### src/rtl/ctrl_seq.sv
// Multicycle Moore control sequencer for the 16-bit datapath: walks fetch/decode/execute
// states and decodes every register-bank, memory, special-register and ALU control line.
module ctrl_seq #(
    parameter int unsigned CNT_W   = 16,
    parameter logic [3:0]  HALT_OP = 4'hF
) (
    input  logic             clk,
    input  logic             reset,
    input  logic             en,
    input  logic [15:0]      ir,
    input  logic [3:0]       status,
    output logic [2:0]       rsel,
    output logic [2:0]       wsel,
    output logic             wrr,
    output logic             mrw,
    output logic             marl,
    output logic             irl,
    output logic             pcl,
    output logic             tl,
    output logic             zl,
    output logic             mdrl,
    output logic             pct,
    output logic             zt,
    output logic             memt,
    output logic             pcinc,
    output logic [1:0]       aluop,
    output logic             sflag,
    output logic             halt,
    output logic             ill,
    output logic [CNT_W-1:0] instret
);

    typedef enum logic [3:0] {
        ST_F0, ST_F1, ST_DEC, ST_A0, ST_A1, ST_A2, ST_L0, ST_L1,
        ST_S0, ST_S1, ST_S2, ST_B0, ST_HALT
    } state_t;

    state_t state, nxt;
    logic   retire;
    logic   taken;
    logic   illegal_op;

    logic [3:0] op;
    logic [2:0] rd, rs;
    logic       unused_ir;

    assign op        = ir[15:12];
    assign rd        = ir[11:9];
    assign rs        = ir[8:6];
    assign unused_ir = ^ir[5:0];

    // status is {s,v,z,c}; conditions 110/111 are never taken
    always_comb begin
        taken = 1'b0;
        case (rd)
            3'b000:  taken = 1'b1;
            3'b001:  taken = status[1];
            3'b010:  taken = ~status[1];
            3'b011:  taken = status[0];
            3'b100:  taken = status[3];
            3'b101:  taken = status[2];
            default: taken = 1'b0;
        endcase
    end

    always_comb begin
        nxt        = ST_F0;
        illegal_op = 1'b0;
        case (state)
            ST_F0:   nxt = ST_F1;
            ST_F1:   nxt = ST_DEC;
            ST_DEC: begin
                if (op == HALT_OP) begin
                    nxt = ST_HALT;
                end else begin
                    case (op)
                        4'd0:                 nxt = ST_F0;
                        4'd1, 4'd2, 4'd3, 4'd4: nxt = ST_A0;
                        4'd5:                 nxt = ST_L0;
                        4'd6:                 nxt = ST_S0;
                        4'd7:                 nxt = taken ? ST_B0 : ST_F0;
                        default: begin
                            nxt        = ST_F0;
                            illegal_op = 1'b1;
                        end
                    endcase
                end
            end
            ST_A0:   nxt = ST_A1;
            ST_A1:   nxt = ST_A2;
            ST_L0:   nxt = ST_L1;
            ST_S0:   nxt = ST_S1;
            ST_S1:   nxt = ST_S2;
            ST_HALT: nxt = ST_HALT;
            default: nxt = ST_F0;
        endcase
    end

    // Retirement happens on the last state of each instruction, including HALT entry
    always_comb begin
        case (state)
            ST_DEC:                    retire = (nxt == ST_F0) || (nxt == ST_HALT);
            ST_A2, ST_L1, ST_S2, ST_B0: retire = 1'b1;
            default:                   retire = 1'b0;
        endcase
    end

    always_ff @(posedge clk) begin
        if (!reset) begin
            state   <= ST_F0;
            instret <= '0;
        end else if (en) begin
            state <= nxt;
            if (retire)
                instret <= instret + CNT_W'(1);
        end
    end

    always_comb begin
        rsel  = '0;
        wsel  = '0;
        wrr   = 1'b0;
        mrw   = 1'b0;
        marl  = 1'b0;
        irl   = 1'b0;
        pcl   = 1'b0;
        tl    = 1'b0;
        zl    = 1'b0;
        mdrl  = 1'b0;
        pct   = 1'b0;
        zt    = 1'b0;
        memt  = 1'b0;
        pcinc = 1'b0;
        aluop = '0;
        sflag = 1'b0;
        halt  = 1'b0;
        ill   = 1'b0;
        case (state)
            ST_F0:   begin pct = 1'b1; marl = 1'b1; end
            ST_F1:   begin irl = 1'b1; pcinc = 1'b1; end
            ST_DEC:  ill = illegal_op;
            ST_A0:   begin rsel = rd; tl = 1'b1; end
            ST_A1:   begin rsel = rs; aluop = op[1:0] - 2'd1; zl = 1'b1; sflag = 1'b1; end
            ST_A2:   begin zt = 1'b1; wsel = rd; wrr = 1'b1; end
            ST_L0:   begin rsel = rs; marl = 1'b1; end
            ST_L1:   begin memt = 1'b1; wsel = rd; wrr = 1'b1; end
            ST_S0:   begin rsel = rd; marl = 1'b1; end
            ST_S1:   begin rsel = rs; mdrl = 1'b1; end
            ST_S2:   mrw = 1'b1;
            ST_B0:   begin rsel = rs; pcl = 1'b1; end
            ST_HALT: halt = 1'b1;
            default: ;
        endcase
        // A stall keeps selects and bus drivers but suppresses every state-changing strobe
        if (!en) begin
            wrr   = 1'b0;
            mrw   = 1'b0;
            marl  = 1'b0;
            irl   = 1'b0;
            pcl   = 1'b0;
            pcinc = 1'b0;
            tl    = 1'b0;
            zl    = 1'b0;
            mdrl  = 1'b0;
            sflag = 1'b0;
            ill   = 1'b0;
        end
        if (!reset) begin
            rsel  = '0;
            wsel  = '0;
            wrr   = 1'b0;
            mrw   = 1'b0;
            marl  = 1'b0;
            irl   = 1'b0;
            pcl   = 1'b0;
            tl    = 1'b0;
            zl    = 1'b0;
            mdrl  = 1'b0;
            pct   = 1'b0;
            zt    = 1'b0;
            memt  = 1'b0;
            pcinc = 1'b0;
            aluop = '0;
            sflag = 1'b0;
            halt  = 1'b0;
            ill   = 1'b0;
        end
    end

endmodule

### config.mk
export PLATFORM = sky130hd
export DESIGN_NAME = ctrl_seq
export DESIGN_NICKNAME = d
export VERILOG_FILES = /design/src/rtl/ctrl_seq.sv
export SDC_FILE = /design/constraint.sdc
export NUM_CORES = 1
export LEC_CHECK = 0
export BUFFER_PORTS_ARGS = -buffer_cell sky130_fd_sc_hd__clkbuf_2
export CAP_MARGIN = 20
export CORE_MARGIN = 3
export CORE_UTILIZATION = 40
export CTS_BUF_LIST = sky130_fd_sc_hd__clkbuf_16
export CTS_CLUSTER_SIZE = 30
export DETAILED_ROUTE_END_ITERATION = 8
export PLACE_DENSITY = 0.67
export SLEW_MARGIN = 20
export SYNTH_ARGS = -nofsm -noshare
export SYNTH_HDL_FRONTEND = slang
export SYNTH_SLANG_ARGS = --single-unit
### constraint.sdc
create_clock -name clk -period 2.65 [get_ports clk]
set_clock_uncertainty 0.2 [all_clocks]
set_input_delay 0.1325 -clock clk [delete_from_list [all_inputs] [get_ports clk]]
set_output_delay 0.1325 -clock clk [all_outputs]
set_load 0.01 [all_outputs]
==> flow_metrics.env <==
export IMPL_outcome="finished clean"
export IMPL_reg2reg_slack_ps=470
export IMPL_drive_gt1_share_pct=26.9
export IMPL_p_leak_uw=0.000835
export IMPL_cts_path_max_buffers=2
export IMPL_h_tree_depth=1
export IMPL_place_gp_congestion=0.869
export IMPL_cp_start_kind="primary input"
export IMPL_period_share_pct=86.6
export IMPL_nFillCells=400
export IMPL_fin_tns_setup_ps=0
export IMPL_crit_fanout=30
export IMPL_ys_seq_area_share_pct=24.2
export IMPL_drtIter0Drc=104
export IMPL_wl_um=4290
export IMPL_fin_crit_ps=2290
export IMPL_via_per_inst=5.77
export IMPL_area_delta_synth_final_pct=23.8
export IMPL_ys_types=47
export IMPL_power_density_mw_per_mm2=375
export IMPL_endpoint_kind="flop"
export IMPL_cts_tree="done"
export IMPL_r2r_start="state[1]$_SDFFE_PN0P_"
export IMPL_cts_hold_buf=0
export IMPL_rsz0062_at_grt="no"
export IMPL_setup_worst_path_class="primary input to flop"
export IMPL_hold_viol_final=0
export IMPL_num_io_pins=62
export IMPL_netlist_instances=224
export IMPL_grt_first_pass_wirelength_um=7270
export IMPL_layout_commonest_cell="clkbuf_2"
export IMPL_final_cell_mix="55 x clkbuf_2, 21 x a21oi_1, 20 x dfxtp_1"
export IMPL_antenna_found_initial=0
export IMPL_vias=1840
export IMPL_die_w_um=70.3
export IMPL_num_rows=22
export IMPL_synth_edff_count=0
export IMPL_cts_resized=0
export IMPL_drv_cap=0
export IMPL_die_area_sq_mm=0.00494
export IMPL_core_area_sq_mm=0.00383
export IMPL_clock_sinks=20
export IMPL_worst_pin_slew_ps=417
export IMPL_post_cts_buffers=0
export IMPL_min_path_type="primary input to flop"
export IMPL_r2r_end="instret[11]$_SDFFE_PN0P_"
export IMPL_syn_avg_cell_area_sq_um=7.38
export IMPL_critPathLaunch="ir[12]"
export IMPL_clk_pin_slew_ps=50
export IMPL_fin_nets=300
export IMPL_drt_pass1_iterations=4
export IMPL_cp_required_ps=2640
export IMPL_ff2ff_path_depth=8
export IMPL_groute_usage_overall_pct=17.3
export IMPL_antenna_cells=0
export IMPL_setup_viol=0
export IMPL_overflow=0
export IMPL_async_flop_share_pct=0
export IMPL_clk_insertion_delay_late_ps=250
export IMPL_syn_num_nets=252
export IMPL_ys_warnings_count=0
export IMPL_fp_dieH_um=70.3
export IMPL_cp_arrival_ps=2280
export IMPL_grt_pass1_vias=1569
export IMPL_io_buffers=55
export IMPL_grt_max_degree=31
export IMPL_routedWlPerCell_um=13.4
export IMPL_ant_nets=0
export IMPL_cts_buffers_inserted=3
export IMPL_drc=0
export IMPL_start_util_pct=43.2
export IMPL_clock_root_buffer="clkbuf_16"
export IMPL_ys_flop_type="dfxtp_1"
export IMPL_place_area_sq_mm=0.00197
export IMPL_fmax_mhz=436
export IMPL_holdCritStartpoint="en"
export IMPL_slew_headroom_pct=71.9
export IMPL_vdd_drop_max_uv=241
export IMPL_ys_seq_elements=20
export IMPL_syn_area_sq_mm=0.00165
export IMPL_stdcell_area_sq_mm=0.00205
export IMPL_crit_end="instret[9]$_SDFFE_PN0P_"
export IMPL_maxSlewViolCount=0
export IMPL_dp_hpwl_um=3170
-- synth_stat cells, drive strengths merged (2+ instances only) --
cell type   n  share of area, %
and2        3               1.1
a21oi      21               6.4
nand4       7               2.6
a2111oi     2               1.1
mux2        3               2.0
mux2i       2               1.2
nor2       19               4.3
o31ai      12               5.4
nor4        6               2.3
or4        11               5.0
a31oi       3               1.1
a211oi      5               2.9
a22oi       3               1.7
clkbuf     10               2.3
nand2      19               4.3
nor2b       3               1.1
o21ai       6               1.8
or3         2              0.76
inv         6               1.4
dfxtp      20                24
and3        5               1.9
buf        12               5.1
a22o        3               1.6
nand2b      5               1.9
nor3        7               2.1
nand4b      2               1.1
ha          5               3.8
nand3       7               2.1
nor3b       3               1.4
-- where the power goes --
part	internal [uW]	switching, uW
logic	58.8	89.8
clock network	201	107
registers	305	5.04
-- routing by layer --
metal | share of wire, % | vias up | global-route usage [%]
li1 | - | 939 | -
met1 | 48 | 835 | 24.9
met2 | 45 | 64 | 27.2
met3 | 6.7 | 2 | 3.31
met4 | 0.23 | 0 | 1.91
met5 | 0 | - | 0
-- area by class of cell --
cell class	count	area, sq um	area share, %
flip-flops and latches	20	400	19.6
multi-input cells	175	1110	54.0
clock buffers	3	75.1	3.67
repair buffers	65	375	18.3
clock inverters	1	3.75	0.183
well taps	48	60.1	2.93
inverters	7	26.3	1.28
-- critical path: stages --
cell	delay (ps)
clkbuf_2	120
inv_1	60
ha_1	200
a2111o_1	440
or3_1	330
o211ai_2	90
a22oi_2	90
buf_12	190
or4_1	470
a21oi_1	140
-- cells by family after synthesis --
kind of cell	share of synthesized area (%)
muxes	3.25
buffers and inverters	8.93
AOI/OAI and AO/OA	25.4
and+or+nand+nor	34.4
adders and majority gates	3.78
DFF	24.2
-- flip-flops by register name (all words and copies together) (netlist names) --
| register | cells |
|---|---|
| state | 4 |
| instret | 16 |
-- worst min path at each step --
| stage | slack [ps] | end | depth (start not counted) |
|---|---|---|---|
| finish | 40 | state[0]$_SDFFE_PN0P_ | 2 |
| global placement | 260 | instret[15]$_SDFFE_PN0P_ | 2 |
| CTS | 30 | state[0]$_SDFFE_PN0P_ | 2 |
| detailed placement | 260 | instret[15]$_SDFFE_PN0P_ | 2 |
| floorplan | 80 | instret[13]$_SDFFE_PN0P_ | 2 |
| global route | 60 | state[2]$_SDFFE_PN0P_ | 2 |
-- stage by stage --
stage | power, uW | setup slack (ps) | hold WS, ps | utilization (%) | std cells
after floorplan | 414 | 392 | 81.9 | - | 224
after global placement | 463 | 112 | 260 | 51.4 | 315
after detailed placement | 464 | 103 | 264 | 51.4 | 315
after CTS | 775 | 349 | 28.2 | 53.5 | 319
after global routing | 808 | 217 | 61.2 | 53.5 | 319
final | 767 | 355 | 40.7 | 53.5 | 319
Power figures use the tool's default switching activity.
